**config.mk**
```make
export PLATFORM = sky130hd
export DESIGN_NAME = program_loader
export DESIGN_NICKNAME = d
export VERILOG_FILES = /design/src/rtl/mips_pkg.sv /design/src/rtl/program_loader_byte_assembler.sv /design/src/rtl/program_loader.sv
export SDC_FILE = /design/constraint.sdc
export NUM_CORES = 1
export LEC_CHECK = 0
export CORE_MARGIN = 2
export CORE_UTILIZATION = 57
export CTS_BUF_LIST = sky130_fd_sc_hd__clkbuf_4 sky130_fd_sc_hd__clkbuf_8
export DETAILED_ROUTE_END_ITERATION = 7
export GPL_ROUTABILITY_DRIVEN = 0
export PLACE_DENSITY = 0.93
export SLEW_MARGIN = 20
export SYNTH_ARGS = -nofsm -noshare
export SYNTH_HDL_FRONTEND = slang
export SYNTH_SLANG_ARGS = --single-unit
```
**constraint.sdc**
```tcl
create_clock -name clk -period 5.4 [get_ports clk]
set_input_delay 1.62 -clock clk [delete_from_list [all_inputs] [get_ports clk]]
set_output_delay 1.62 -clock clk [all_outputs]
set_load 0.02 [all_outputs]
```
**src/rtl/mips_pkg.sv**
```systemverilog
`default_nettype none
// +----------------------------------------------------------------------------+
// | mips_pkg : constants and loader state encoding shared by the front end      |
// | Revision : 1.0                                                              |
// +----------------------------------------------------------------------------+
package mips_pkg;

    localparam int INSTR_WIDTH       = 32;
    localparam int LOADER_ADDR_WIDTH = 32;
    localparam int BYTE_WIDTH        = 8;
    localparam int WORD_BYTES        = 4;
    localparam int BYTE_CNT_WIDTH    = $clog2(WORD_BYTES);

    localparam logic [INSTR_WIDTH-1:0] HALT_WORD_DEFAULT = 32'hFFFF_FFFF;

    typedef enum logic [2:0] {
        ST_IDLE    = 3'd0,
        ST_RECEIVE = 3'd1,
        ST_WRITE   = 3'd2,
        ST_DONE    = 3'd3,
        ST_ERROR   = 3'd4
    } loader_state_e;

endpackage
`default_nettype wire

```
**src/rtl/program_loader_byte_assembler.sv**
```systemverilog
`default_nettype none
// +----------------------------------------------------------------------------+
// | program_loader_byte_assembler : big-endian 8-to-32 bit word assembler       |
// | Revision : 1.0                                                              |
// +----------------------------------------------------------------------------+
module program_loader_byte_assembler
    import mips_pkg::*;
(
    input  logic                   clk,
    input  logic                   reset,
    input  logic                   clear,
    input  logic                   byte_valid,
    input  logic [BYTE_WIDTH-1:0]  byte_data,
    output logic                   word_valid,
    output logic [INSTR_WIDTH-1:0] word
);

    localparam logic [BYTE_CNT_WIDTH-1:0] CNT_LAST = BYTE_CNT_WIDTH'(WORD_BYTES - 1);
    localparam logic [BYTE_CNT_WIDTH-1:0] CNT_ONE  = BYTE_CNT_WIDTH'(1);

    logic [INSTR_WIDTH-1:0]    shift_q, shift_d;
    logic [BYTE_CNT_WIDTH-1:0] cnt_q, cnt_d;

    // word is the shift register with the current byte already appended, so the
    // caller can latch a complete word on the same edge that samples byte four.
    always_comb begin
        shift_d    = shift_q;
        cnt_d      = cnt_q;
        word       = {shift_q[INSTR_WIDTH-BYTE_WIDTH-1:0], byte_data};
        word_valid = byte_valid && !clear && (cnt_q == CNT_LAST);
        if (clear) begin
            shift_d = '0;
            cnt_d   = '0;
        end else if (byte_valid) begin
            shift_d = word;
            cnt_d   = cnt_q + CNT_ONE;
        end
    end

    always_ff @(posedge clk) begin
        if (!reset) begin
            shift_q <= '0;
            cnt_q   <= '0;
        end else begin
            shift_q <= shift_d;
            cnt_q   <= cnt_d;
        end
    end

endmodule
`default_nettype wire

```
**src/rtl/program_loader.sv**
```systemverilog
`default_nettype none
// +----------------------------------------------------------------------------+
// | program_loader : UART byte stream to instruction-memory write port loader   |
// | Revision : 1.0                                                              |
// +----------------------------------------------------------------------------+
module program_loader
    import mips_pkg::*;
#(
    parameter int                     MEM_DEPTH  = 256,
    parameter logic [INSTR_WIDTH-1:0] HALT_WORD  = HALT_WORD_DEFAULT,
    parameter int                     ADDR_WIDTH = LOADER_ADDR_WIDTH
) (
    input  logic                   clk,
    input  logic                   reset,
    input  logic                   load_start,
    input  logic [BYTE_WIDTH-1:0]  rx_data,
    input  logic                   rx_valid,
    output logic [INSTR_WIDTH-1:0] instruction_to_write,
    output logic [ADDR_WIDTH-1:0]  address_to_write,
    output logic                   write_enable,
    output logic                   mips_enable,
    output logic                   loading,
    output logic                   load_error,
    output logic [ADDR_WIDTH-1:0]  word_count
);

    localparam logic [ADDR_WIDTH-1:0] ADDR_LAST = ADDR_WIDTH'(MEM_DEPTH - 1);
    localparam logic [ADDR_WIDTH-1:0] ADDR_ONE  = ADDR_WIDTH'(1);

    loader_state_e          state_q, state_d;
    logic [INSTR_WIDTH-1:0] instr_q, instr_d;
    logic [ADDR_WIDTH-1:0]  addr_q, addr_d;
    logic [ADDR_WIDTH-1:0]  count_q, count_d;
    logic                   we_q, we_d;
    logic                   mips_q, mips_d;
    logic                   loading_q, loading_d;
    logic                   error_q, error_d;

    logic                   asm_valid;
    logic                   asm_word_valid;
    logic [INSTR_WIDTH-1:0] asm_word;

    // The assembler keeps running through the one-cycle WRITE state so a byte
    // arriving right behind a completed word is never dropped.
    assign asm_valid = rx_valid && ((state_q == ST_RECEIVE) || (state_q == ST_WRITE));

    program_loader_byte_assembler u_assembler (
        .clk        (clk),
        .reset      (reset),
        .clear      (load_start),
        .byte_valid (asm_valid),
        .byte_data  (rx_data),
        .word_valid (asm_word_valid),
        .word       (asm_word)
    );

    always_comb begin
        state_d = state_q;
        instr_d = instr_q;
        addr_d  = addr_q;
        count_d = count_q;
        we_d    = 1'b0;
        mips_d  = mips_q;
        error_d = error_q;
        if (load_start) begin
            state_d = ST_RECEIVE;
            addr_d  = '0;
            count_d = '0;
            mips_d  = 1'b0;
            error_d = 1'b0;
        end else begin
            case (state_q)
                ST_RECEIVE: begin
                    if (asm_word_valid) begin
                        instr_d = asm_word;
                        we_d    = 1'b1;
                        state_d = ST_WRITE;
                    end
                end
                ST_WRITE: begin
                    count_d = count_q + ADDR_ONE;
                    if (instr_q == HALT_WORD) begin
                        state_d = ST_DONE;
                        mips_d  = 1'b1;
                    end else if (addr_q == ADDR_LAST) begin
                        state_d = ST_ERROR;
                        error_d = 1'b1;
                    end else begin
                        addr_d  = addr_q + ADDR_ONE;
                        state_d = ST_RECEIVE;
                    end
                end
                default: ;
            endcase
        end
        loading_d = (state_d == ST_RECEIVE) || (state_d == ST_WRITE);
    end

    always_ff @(posedge clk) begin
        if (!reset) begin
            state_q   <= ST_IDLE;
            instr_q   <= '0;
            addr_q    <= '0;
            count_q   <= '0;
            we_q      <= 1'b0;
            mips_q    <= 1'b0;
            loading_q <= 1'b0;
            error_q   <= 1'b0;
        end else begin
            state_q   <= state_d;
            instr_q   <= instr_d;
            addr_q    <= addr_d;
            count_q   <= count_d;
            we_q      <= we_d;
            mips_q    <= mips_d;
            loading_q <= loading_d;
            error_q   <= error_d;
        end
    end

    assign instruction_to_write = instr_q;
    assign address_to_write     = addr_q;
    assign write_enable         = we_q;
    assign mips_enable          = mips_q;
    assign loading              = loading_q;
    assign load_error           = error_q;
    assign word_count           = count_q;

endmodule
`default_nettype wire

```
---- Word-level counts from Yosys, hierarchy flattened ----
Cells that the tools add are included.
operators by class
  $add $sub $neg .......................... 3
  equality and inequality tests ........... 7
  mux-type cells .......................... 6
  bitwise operators ....................... 5
  reduce and logical (&&, ||, !) cells .... 12
operators with widths
  cell                     number
  $add A32 B1 Y32 const B  2
  $eq A32 B32 Y1 const B   1
  $eq A32 B8 Y1 const B    1
  $mux W3                  4
  $reduce_and A3 Y1        3
  $eq A3 B1 Y1 const B     2
  $eq A3 B2 Y1 const B     2
  $pmux W3 S2              1
  $not A1 Y1               5
  $logic_and A1 B1 Y1      3
  $reduce_or A3 Y1         1
  $add A2 B1 Y2 const B    1
  $eq A2 B2 Y1 const B     1
  $logic_or A1 B1 Y1       2
  $reduce_and A2 Y1        1
  $reduce_or A2 Y1         1
  $logic_not A1 Y1         1
  $mux W1                  1
word-level totals
  flip-flop bits (word level) ............. 129
  bits of input ports ..................... 12
  output and inout bits ................... 100
  word-level logic and storage cells ...... 43

---- Logic depth before layout (Yosys ltp) ----
Gate-level depths: netlist (run 1).
  word-level depth ........................ 10
  depth in mapped cells ................... 7

---- By module ----
A second synthesis (run 1) with hierarchy kept.
unflattened totals
  cell total of the unflattened synthesis .. 677
  area total of the unflattened synthesis .. 5858.1 um2
modules (own cells, without submodules)
  module                         instances  cells each  area each (um2)
  program_loader                 1          582         4805.9
  program_loader_byte_assembler  1          95          1052.3

---- Worst setup path after synthesis (run 1) ----
OpenSTA, ideal clock, no wires.
  path type ............................... input to register
  start ................................... input port rx_valid
  end ..................................... register loading_q, in the netlist loading
  arrival time ............................ 2.723 ns
  required time ........................... 5.282 ns
  slack ................................... 2.559 ns
  stages .................................. 5
  buffers on the path ..................... 0
  path through ............................ nand4bb_1 nor3b_1 o21bai_1 a211o_1 o2111a_1
on the way
  longest elaborated chain between the ends .. 8
  elaborated cells between the ends (all ways) .. 9
ends and longest elaborated chain
  what                                                 line                                 text
  start: declaration                                   program_loader.sv:17                 input logic rx_valid,
  $logic_and A1 B1 Y1 (*)                              program_loader.sv:45                 assign asm_valid = rx_valid && ((state_q == ST_RECEIVE) || (state_q == ST_WRITE));
  $logic_and A1 B1 Y1 (*) (2 in a row)                 program_loader_byte_assembler.sv:30  word_valid = byte_valid && !clear && (cnt_q == CNT_LAST);
  $mux W3 (*)                                          program_loader.sv:74                 if (asm_word_valid) begin
  $pmux W3 S2 (*)                                      program_loader.sv:72                 case (state_q)
  $mux W3 (*)                                          program_loader.sv:65                 if (load_start) begin
  $eq A3 B1 Y1 / $eq A3 B2 Y1 (equally long branches)  program_loader.sv:96                 loading_d = (state_d == ST_RECEIVE) || (state_d == ST_WRITE);
  $logic_or A1 B1 Y1 (*)                               program_loader.sv:96
  end signal: assignment                               program_loader.sv:116                loading_q <= loading_d;
  end: declaration                                     program_loader.sv:36                 logic loading_q, loading_d;
Every way passes the cells marked *; elsewhere a longest branch is shown, timed or not.
A chain may end at the register's enable or synchronous reset.

---- Worst setup path after layout (run 1) ----
  start ................................... register addr_q[22], in the netlist address_to_write[22]
  end ..................................... output port address_to_write[22]
RTL lines
  what                      line                   text
  start: declaration        program_loader.sv:32   logic [ADDR_WIDTH-1:0] addr_q, addr_d;
  start signal: assignment  program_loader.sv:112  addr_q <= addr_d;
  end: declaration          program_loader.sv:19   output logic [ADDR_WIDTH-1:0] address_to_write,
No word-level cell between the ends.

==> results of run 1 <==
-- routing by layer --
| layer | wire, um | global-route usage (%) | vias to the layer above | part of all wire, % |
|---|---|---|---|---|
| met5 | 0 | 0 | - | 0 |
| met4 | 378 | 13.03 | 0 | 2.5 |
| met3 | 1083 | 7.119 | 41 | 7.2 |
| met2 | 7606 | 49.62 | 255 | 51 |
| met1 | 5880 | 34.77 | 2621 | 39 |
| li1 | - | - | 2539 | - |
-- flip-flops by register name, summed over array words and instances, names as in the netlist --
register,count
state_q,3
address_to_write,32
word_count,32
loading,1
mips_enable,1
instruction_to_write,32
load_error,1
write_enable,1
u_assembler.shift_q,24
u_assembler.cnt_q,2
-- cell usage in the layout (no fill, tap or decap), types with 6 or more instances in the layout --
cell type,instances
xor2_1,11
and3_1,8
o21ai_0,17
nand2_1,144
nor4_1,11
clkbuf_8,19
nor3_1,9
nor2_1,41
a21boi_0,33
xnor2_1,23
nand4_1,20
or4_1,12
o31ai_1,11
buf_4,6
or3_1,14
inv_1,11
a21oi_1,56
dfxtp_1,129
nand3_1,19
and4_1,6
clkdlybuf4s50_1,111
-- worst register-to-register path: cells and delay by family (launching register included) --
| family | cells | cell delay [ns] |
|---|---|---|
| and+or+nand+nor | 4 | 1.92 |
| AOI/OAI and AO/OA | 1 | 0.15 |
| DFF | 1 | 0.42 |
-- worst paths after layout --
check | startpoint | endpoint | depth (start not counted) | slack (ns)
min | u_assembler.shift_q[21]$_SDFFE_PP0N_ | u_assembler.shift_q[21]$_SDFFE_PP0N_ | 2 | 0.46
max reg2reg | word_count[8]$_SDFFE_PP0N_ | word_count[30]$_SDFFE_PP0N_ | 5 | 2.83
max | address_to_write[22]$_SDFFE_PP0P_ | address_to_write[22] | 1 | 2.19
min reg2reg | u_assembler.shift_q[21]$_SDFFE_PP0N_ | u_assembler.shift_q[21]$_SDFFE_PP0N_ | 2 | 0.46
-- final cells by class --
cell class | instances | area, um2
Multi-Input combinational cell | 490 | 2813
Sequential cell | 129 | 2582
Fill cell | 630 | 2162
Timing Repair Buffer | 117 | 1156
Clock buffer | 21 | 276.5
Tap cell | 129 | 161.4
Clock inverter | 7 | 135.1
Inverter | 11 | 41.29
-- cells by family (layout without fill, tap and decap cells) --
kind of cell / Yosys count / count (layout) / share of synthesized area, %
AOI/OAI and AO/OA: 141 / 141 / 16.17
adders and majority gates: 3 / 3 / 0.6776
muxes: 1 / 1 / 0.1807
xor gates and xnor gates: 34 / 34 / 5.375
DFF: 129 / 129 / 46.61
buffers and inverters: 46 / 156 / 3.297
and+or+nand+nor: 311 / 311 / 27.69
-- where the power goes --
group,switching [uW],internal [uW],total (uW)
Sequential,2.42,954,956
Combinational,29.3,17.5,46.9
Clock,352,525,877
Total,384,1500,1880
-- stage by stage --
| stage | instances | power (uW) | worst slack, ns | hold slack (ns) | area [um2] |
|---|---|---|---|---|---|
| 4_1_cts | 904 | 1880 | 2.175 | 0.4609 | 7157 |
| 5_1_grt | 904 | 1922 | 2.154 | 0.4861 | 7166 |
| 6_report | 904 | 1880 | 2.192 | 0.4582 | 7166 |
| 2_1_floorplan | 665 | 1006 | 2.559 | 0.4366 | 5540 |
| 3_5_place_dp | 876 | 1023 | 1.861 | 0.4511 | 6745 |
| 3_3_place_gp | 876 | 1022 | 1.936 | 0.4458 | 6736 |
==> results.sh, run 1 <==
export IMPL_dpl_hpwl_mm=10.08
export IMPL_worstSetupEndpointType="output port"
export IMPL_die_w_um=102.6
export IMPL_rows=35
export IMPL_syn_area_um2=5540
export IMPL_path_max_fanout=8
export IMPL_crit_family="buffers and inverters"
export IMPL_drt_vias_per_instance=6.035
export IMPL_yosysSeqAreaShare_pct=46.61
export IMPL_ys_ff_latch=129
export IMPL_setup_violations=0
export IMPL_fin_crit_ns=3.208
export IMPL_clock_sinks=129
export IMPL_numPortBuffers=111
export IMPL_worst_ep_required_time_ns=3.78
export IMPL_finClkSkew_ns=0.01064
export IMPL_critical_path_class="reg2out"
export IMPL_synth_most_common_cell="nand2_1"
export IMPL_grt_max_degree=39
export IMPL_syn_num_nets=680
export IMPL_synth_top_cells_by_count="144 x nand2_1, 129 x dfxtp_1, 56 x a21oi_1"
export IMPL_max_freq_mhz=311.7
export IMPL_synth_area_leaders="dfxtp_1 47%, nand2_1 9.8%, a21oi_1 5.1%"
export IMPL_worstPathCellList="clkdlybuf4s50_1"
export IMPL_yosysTopAreaCell="dfxtp_1"
export IMPL_n_antenna_cell=0
export IMPL_cts_repair_resized=0
export IMPL_final_net_count=781
export IMPL_yosysWarningCount=0
export IMPL_drt_initial_drc_count=339
export IMPL_overflow=0
export IMPL_wl_mm=14.95
export IMPL_synth_cells=665
export IMPL_synth_ff_type="dfxtp_1"
export IMPL_critPathBufInv=1
export IMPL_fin_util_pct=76.82
export IMPL_final_max_slew_viol_count=0
export IMPL_grt_total_usage_pct=29.09
export IMPL_synthArstFlopShare_pct=0
export IMPL_post_route_drc_count=0
export IMPL_syn_avg_cell_area_um2=8.331
export IMPL_period_share_pct=59.41
export IMPL_grt_pass1_wl_mm=24.29
export IMPL_num_vias=5456
export IMPL_grt_pass1_vias=5227
export IMPL_cellPowerDensity_nw_per_um2=262.4
export IMPL_clock_latency_ns=0.44
export IMPL_synth_edf_count=0
export IMPL_clk_pin_slew_ns=0.07
export IMPL_cts_made_buffers=17
export IMPL_status="completed"
export IMPL_pin_count=112
export IMPL_antenna_found_initial=0
export IMPL_hold_buffers=0
export IMPL_cellLeakagePower_uw=0.002210
export IMPL_drive_gt1_share_pct=5.935
export IMPL_drtPass1Iterations=5
export IMPL_hp_class="reg2reg"
export IMPL_peakVddDrop_mv=0.1930
export IMPL_cts_path_max_buffers=2
export IMPL_ctsRootBufferMaster="clkbuf_8"
export IMPL_coreArea_um2=9328
export IMPL_synth_top_cell_area_share_pct=46.61
export IMPL_die_h_um=102.6
export IMPL_cts_setup_buffers=0
export IMPL_cp_start_kind="flip-flop"
export IMPL_htreeDepth=4
export IMPL_die_area_um2=10520
export IMPL_area_growth_pct=29.34
export IMPL_start_util_pct=59.40
export IMPL_worst_ep_arrival_time_ns=1.59
export IMPL_wl_per_cell_um=16.54
export IMPL_fin_tns_setup_ns=0
export IMPL_cts_tree="yes"
export IMPL_worst_pin_slew_ns=0.9831
export IMPL_maxCapViolCount=0
export IMPL_drtAntennaViolNets=0
export IMPL_rsz0062_at_grt="false"
export IMPL_max_slew_margin_rel_pct=34.26
export IMPL_max_stage_delay_ns=0.66
export IMPL_critical_path_slowest_cell="clkdlybuf4s50_1"
export IMPL_yosysUniqueCellTypes=53
export IMPL_hold_viol=0
Note: power is estimated with default switching activity, not from simulation.
==> run 2: changes to the inputs <==
Settings changed: CORE_UTILIZATION 57 to 53, PLACE_DENSITY 0.93 to 0.88.
Clock period 5.4 ns to 3.1 ns, I/O delays scaled along.
==> run 2 against run 1 <==
Setup slack got worse by 1.6 ns. Design area up 0.72%. Critical path depth is the same. Power rose by 72%. Global-route usage down 3.6 points. Clock skew rose by 0.0070 ns. Via count decreased by 2.3%. Count of clock-buffer cells in the layout shrank 3. Routed wire length down 4.7%. Worst hold slack improved by 0.0030 ns. Critical endpoint unchanged.
==> results.sh, run 2 (same netlist as run 1, synthesis figures left out) <==
export IMPL_grt_pass1_wl_mm=23.63
export IMPL_multi_input_area_um2=2795
export IMPL_routed_top_layer="met4"
export IMPL_cts_tree="yes"
export IMPL_period_share_pct=81.86
export IMPL_maxCapViolCount=0
export IMPL_worst_ep_required_time_ns=2.17
export IMPL_cellPowerDensity_nw_per_um2=447.8
export IMPL_cellLeakagePower_uw=0.002200
export IMPL_final_cell_mix="144 x nand2_1, 129 x dfxtp_1, 111 x clkdlybuf4s50_1, 56 x a21oi_1, 41 x nor2_1"
export IMPL_numPortBuffers=111
export IMPL_final_net_count=787
export IMPL_wl_met3_um=849
export IMPL_fin_tns_setup_ns=0
export IMPL_final_cell_area_um2=7217
export IMPL_worst_pin_slew_ns=0.6966
export IMPL_ctsRootBufferMaster="clkbuf_8"
export IMPL_worstSetupEndpointType="output port"
export IMPL_path_max_fanout=8
export IMPL_setup_violations=0
export IMPL_htreeDepth=4
export IMPL_status="completed"
export IMPL_met2_length_mm=7.037
export IMPL_antenna_found_initial=0
export IMPL_drt_initial_drc_count=304
export IMPL_rsz0062_at_grt="false"
export IMPL_dp_cells=889
export IMPL_hold_ws_ns=0.4613
export IMPL_hold_buffers=0
export IMPL_cp_start_kind="flip-flop"
export IMPL_cts_setup_buffers=0
export IMPL_n_antenna_cell=0
export IMPL_max_freq_mhz=394.1
export IMPL_ff_latch_area_um2=2582
export IMPL_grt_total_usage_pct=25.52
export IMPL_critPathBufInv=1
export IMPL_cts_made_buffers=17
export IMPL_peakVddDrop_mv=0.3190
export IMPL_clock_sinks=129
export IMPL_pin_count=112
export IMPL_cts_repair_resized=0
export IMPL_placed_area_um2=6803
export IMPL_grt_pass1_vias=5094
export IMPL_clock_latency_ns=0.44
export IMPL_overflow=0
export IMPL_fin_crit_ns=2.538
export IMPL_final_max_slew_viol_count=0
export IMPL_drtAntennaViolNets=0
export IMPL_post_route_drc_count=0
export IMPL_final_cell_count_no_fill=921
export IMPL_num_vias=5332
export IMPL_critical_path_slowest_cell="clkdlybuf4s50_1"
export IMPL_max_slew_margin_rel_pct=53.56
export IMPL_drtPass1Iterations=5
export IMPL_wl_per_cell_um=15.47
export IMPL_coreArea_um2=10230
export IMPL_drt_vias_per_instance=5.789
export IMPL_die_area_um2=11290
export IMPL_max_stage_delay_ns=0.67
export IMPL_num_fill_cells=760
export IMPL_die_w_um=106.2
export IMPL_wl_mm=14.25
export IMPL_worstPathCellList="clkdlybuf4s50_1"
export IMPL_area_growth_pct=30.26
export IMPL_final_common_cell="nand2_1"
export IMPL_die_h_um=106.2
export IMPL_hp_class="reg2reg"
export IMPL_drive_gt1_share_pct=7.134
export IMPL_wl_met1_mm=6.118
export IMPL_grt_max_degree=59
export IMPL_dpl_hpwl_mm=9.786
export IMPL_hold_viol=0
export IMPL_critical_path_class="reg2out"
export IMPL_cts_path_max_buffers=2
export IMPL_worst_ep_arrival_time_ns=1.61
export IMPL_finClkSkew_ns=0.01765
export IMPL_start_util_pct=54.15
export IMPL_crit_family="buffers and inverters"
export IMPL_clk_pin_slew_ns=0.08
export IMPL_rows=37
run 2: cell count changes in the layout (fill, tap and decap cells not counted), sizes merged:
cell / delta
bufinv: -2
clkinvlp: +3
inv: +8
buf: +6
clkbuf: -3
clkinv: -2
run 2: path summary, 6_finish.rpt:
check,slack (ns),endpoint,depth (start not counted),start
hold reg to reg,0.46,u_assembler.shift_q[16]$_SDFFE_PP0N_,2,u_assembler.shift_q[16]$_SDFFE_PP0N_
hold / removal,0.46,u_assembler.shift_q[16]$_SDFFE_PP0N_,2,u_assembler.shift_q[16]$_SDFFE_PP0N_
setup / recovery,0.56,address_to_write[22],1,address_to_write[22]$_SDFFE_PP0P_
setup reg to reg,0.57,word_count[31]$_SDFFE_PP0N_,5,state_q[2]$_SDFF_PN0_
run 2: through the flow:
| step | total power, uW | utilization (%) | setup slack [ns] |
|---|---|---|---|
| after floorplan | 1753 | - | 0.8968 |
| after global placement | 1786 | 66.49 | 0.3923 |
| after detailed placement | 1788 | 66.49 | 0.2851 |
| after CTS | 3252 | 70.54 | 0.5569 |
| after global routing | 3336 | 70.54 | 0.4220 |
| final | 3232 | 70.54 | 0.5624 |
run 2: worst reg2reg max path, delay by kind of cell, from the launching register on:
kind            cells  cell delay, ns
flops               1            0.37
simple gates        4            1.93
compound gates      1            0.17
run 2: where the power goes:
part,switching [uW],internal [uW],leakage [uW],total (uW)
logic,51.2,34.8,0.000959,86.0
registers,4.51,1660,0.00104,1660
clock network,719,763,0.000202,1480
run 2: cell type report:
cell class / instances / share of cell area (%)
Sequential cell: 129 / 35.78
Timing Repair Buffer: 123 / 16.82
Tap cell: 136 / 2.358
Clock buffer: 18 / 3.433
Inverter: 11 / 0.5721
Clock inverter: 14 / 2.306
Multi-Input combinational cell: 490 / 38.73
run 2: metal layers:
layer	GRT usage (%)	vias up
met1	31.65	2548
li1	-	2568
met5	0	-
met3	5.886	26
met2	43.86	190
met4	8.177	0
==> run 3: changes to the inputs <==
Clock period 3.1 ns to 2.45 ns, I/O delays scaled along.
==> run 3 against run 2 <==
Global-route usage rose by 0.25 points. Final cell count rose by 0.65%. Flip-flop and latch count did not move. Critical path depth did not move. Design area rose by 0.40%. First-iteration DRC count rose by 0.66%. Via count rose by 0.34%. Core utilization rose by 0.28 points. Non-clock buffer count rose by 8. Power rose by 20%. Routed wire length fell by 0.32%. Clock power rose by 11%. Critical path type unchanged. Largest power group unchanged. Highest routed layer unchanged.
==> results.sh, run 3 (same netlist as run 1, synthesis figures left out) <==
export IMPL_status="completed"
export IMPL_clk_pin_slew_ns=0.07
export IMPL_final_max_slew_viol_count=0
export IMPL_fin_crit_ns=2.321
export IMPL_crit_cells=1
export IMPL_crit_family="buffers and inverters"
export IMPL_hold_buffers=0
export IMPL_pin_count=112
export IMPL_ff2ff_path_depth=5
export IMPL_peakVddDrop_mv=0.5499
export IMPL_area_growth_pct=30.78
export IMPL_rows=37
export IMPL_max_stage_delay_ns=0.67
export IMPL_cts_repair_resized=0
export IMPL_worst_ep_required_time_ns=1.71
export IMPL_dpl_hpwl_mm=10.09
export IMPL_final_cell_count_no_fill=927
export IMPL_drt_vias_per_instance=5.771
export IMPL_clock_sinks=129
export IMPL_critPathBufInv=1
export IMPL_fin_tns_setup_ns=0
export IMPL_hold_ws_ns=0.4566
export IMPL_antenna_found_initial=0
export IMPL_cts_path_max_buffers=2
export IMPL_die_area_um2=11290
export IMPL_drtPass1Iterations=5
export IMPL_max_slew_margin_rel_pct=54.15
export IMPL_wl_mm=14.20
export IMPL_dp_cells=897
export IMPL_n_antenna_cell=0
export IMPL_final_cell_mix="144 x nand2_1, 129 x dfxtp_1, 111 x clkdlybuf4s50_1, 56 x a21oi_1, 41 x nor2_1"
export IMPL_cts_made_buffers=17
export IMPL_placed_area_um2=6888
export IMPL_cts_setup_buffers=0
export IMPL_htreeDepth=4
export IMPL_reg2reg_slack_ns=0.14
export IMPL_worstHoldStart="u_assembler.shift_q[19]$_SDFFE_PP0N_"
export IMPL_cellPowerDensity_nw_per_um2=533.4
export IMPL_drive_gt1_share_pct=7.838
export IMPL_critical_path_class="reg2out"
export IMPL_cts_tree="yes"
export IMPL_final_cell_area_um2=7246
export IMPL_setup_violations=0
export IMPL_rsz0062_at_grt="false"
export IMPL_finClkSkew_ns=0.01056
export IMPL_r2r_start="state_q[0]$_SDFF_PN0_"
export IMPL_cellLeakagePower_uw=0.002223
export IMPL_ctsRootBufferMaster="clkbuf_8"
export IMPL_numPortBuffers=111
export IMPL_maxCapViolCount=0
export IMPL_drt_initial_drc_count=306
export IMPL_worstPathCellList="clkdlybuf4s50_1"
export IMPL_hp_class="reg2reg"
export IMPL_overflow=0
export IMPL_grt_pass1_vias=5074
export IMPL_die_h_um=106.2
export IMPL_num_vias=5350
export IMPL_max_freq_mhz=430.9
export IMPL_grt_pass1_wl_mm=23.34
export IMPL_die_w_um=106.2
export IMPL_whs_endpoint="instruction_to_write[27]$_SDFFE_PN0P_"
export IMPL_cp_start_kind="flip-flop"
export IMPL_worst_pin_slew_ns=0.6820
export IMPL_drtAntennaViolNets=0
export IMPL_coreArea_um2=10230
export IMPL_grt_max_degree=37
export IMPL_period_share_pct=94.72
export IMPL_whs_path_depth=2
export IMPL_worstReg2RegEnd="word_count[29]$_SDFFE_PP0N_"
export IMPL_worst_ep_arrival_time_ns=1.59
export IMPL_start_util_pct=54.15
export IMPL_post_route_drc_count=0
export IMPL_final_common_cell="nand2_1"
export IMPL_final_net_count=795
export IMPL_hold_viol=0
export IMPL_clock_latency_ns=0.44
export IMPL_critical_path_slowest_cell="clkdlybuf4s50_1"
export IMPL_path_max_fanout=8
export IMPL_worstSetupEndpointType="output port"
export IMPL_wl_per_cell_um=15.32
export IMPL_grt_total_usage_pct=25.78
run 3: area by class of cell:
class                           instances  area (um2)
Fill cell                             785        2985
Tap cell                              136       170.2
Inverter                               11       41.29
Timing Repair Buffer                  131        1299
Sequential cell                       129        2582
Multi-Input combinational cell        490        2795
Clock inverter                         10       88.84
Clock buffer                           20       269.0
run 3: metal layers:
metal / up-vias / share of wire, % / global-route usage, %
met1: 2549 / 42 / 31.12
met4: 0 / 1.8 / 10.06
met5: - / 0 / 0
met2: 199 / 49 / 43.13
met3: 29 / 7.2 / 7.664
li1: 2573 / - / -
run 3: worst max-delay path by stage:
stage,start,to,slack [ns]
floorplan,instruction_to_write[22]$_SDFFE_PN0P_,address_to_write[1]$_SDFFE_PP0P_,0.25
global placement,rx_valid,instruction_to_write[27]$_SDFFE_PN0P_,0.12
detailed placement,rx_valid,instruction_to_write[29]$_SDFFE_PN0P_,0.007
CTS,address_to_write[11]$_SDFFE_PP0P_,address_to_write[11],0.11
global route,address_to_write[11]$_SDFFE_PP0P_,address_to_write[11],0.04
finish,address_to_write[11]$_SDFFE_PP0P_,address_to_write[11],0.13
run 3: power breakdown:
group          switching [uW]  internal (uW)
sequential               5.75           2100
clock                     797            847
combinational            65.6           48.0
total                     869           3000
run 3: worst min-delay path: cells and delay by family (launching register included):
| family | cells | cell delay (ns) |
|---|---|---|
| AO/OA/AOI/OAI | 1 | 0.06 |
| flip-flops | 1 | 0.31 |
| AND/OR/NAND/NOR | 1 | 0.05 |
run 3: per-stage QoR:
step	setup WS, ns	total power (uW)	util, %
after CTS	0.1107	3891	70.82
final	0.1292	3865	70.82
after global placement	0.1185	2264	67.32
after global routing	0.04267	4012	70.82
after detailed placement	0.006747	2267	67.32
after floorplan	0.2468	2218	-
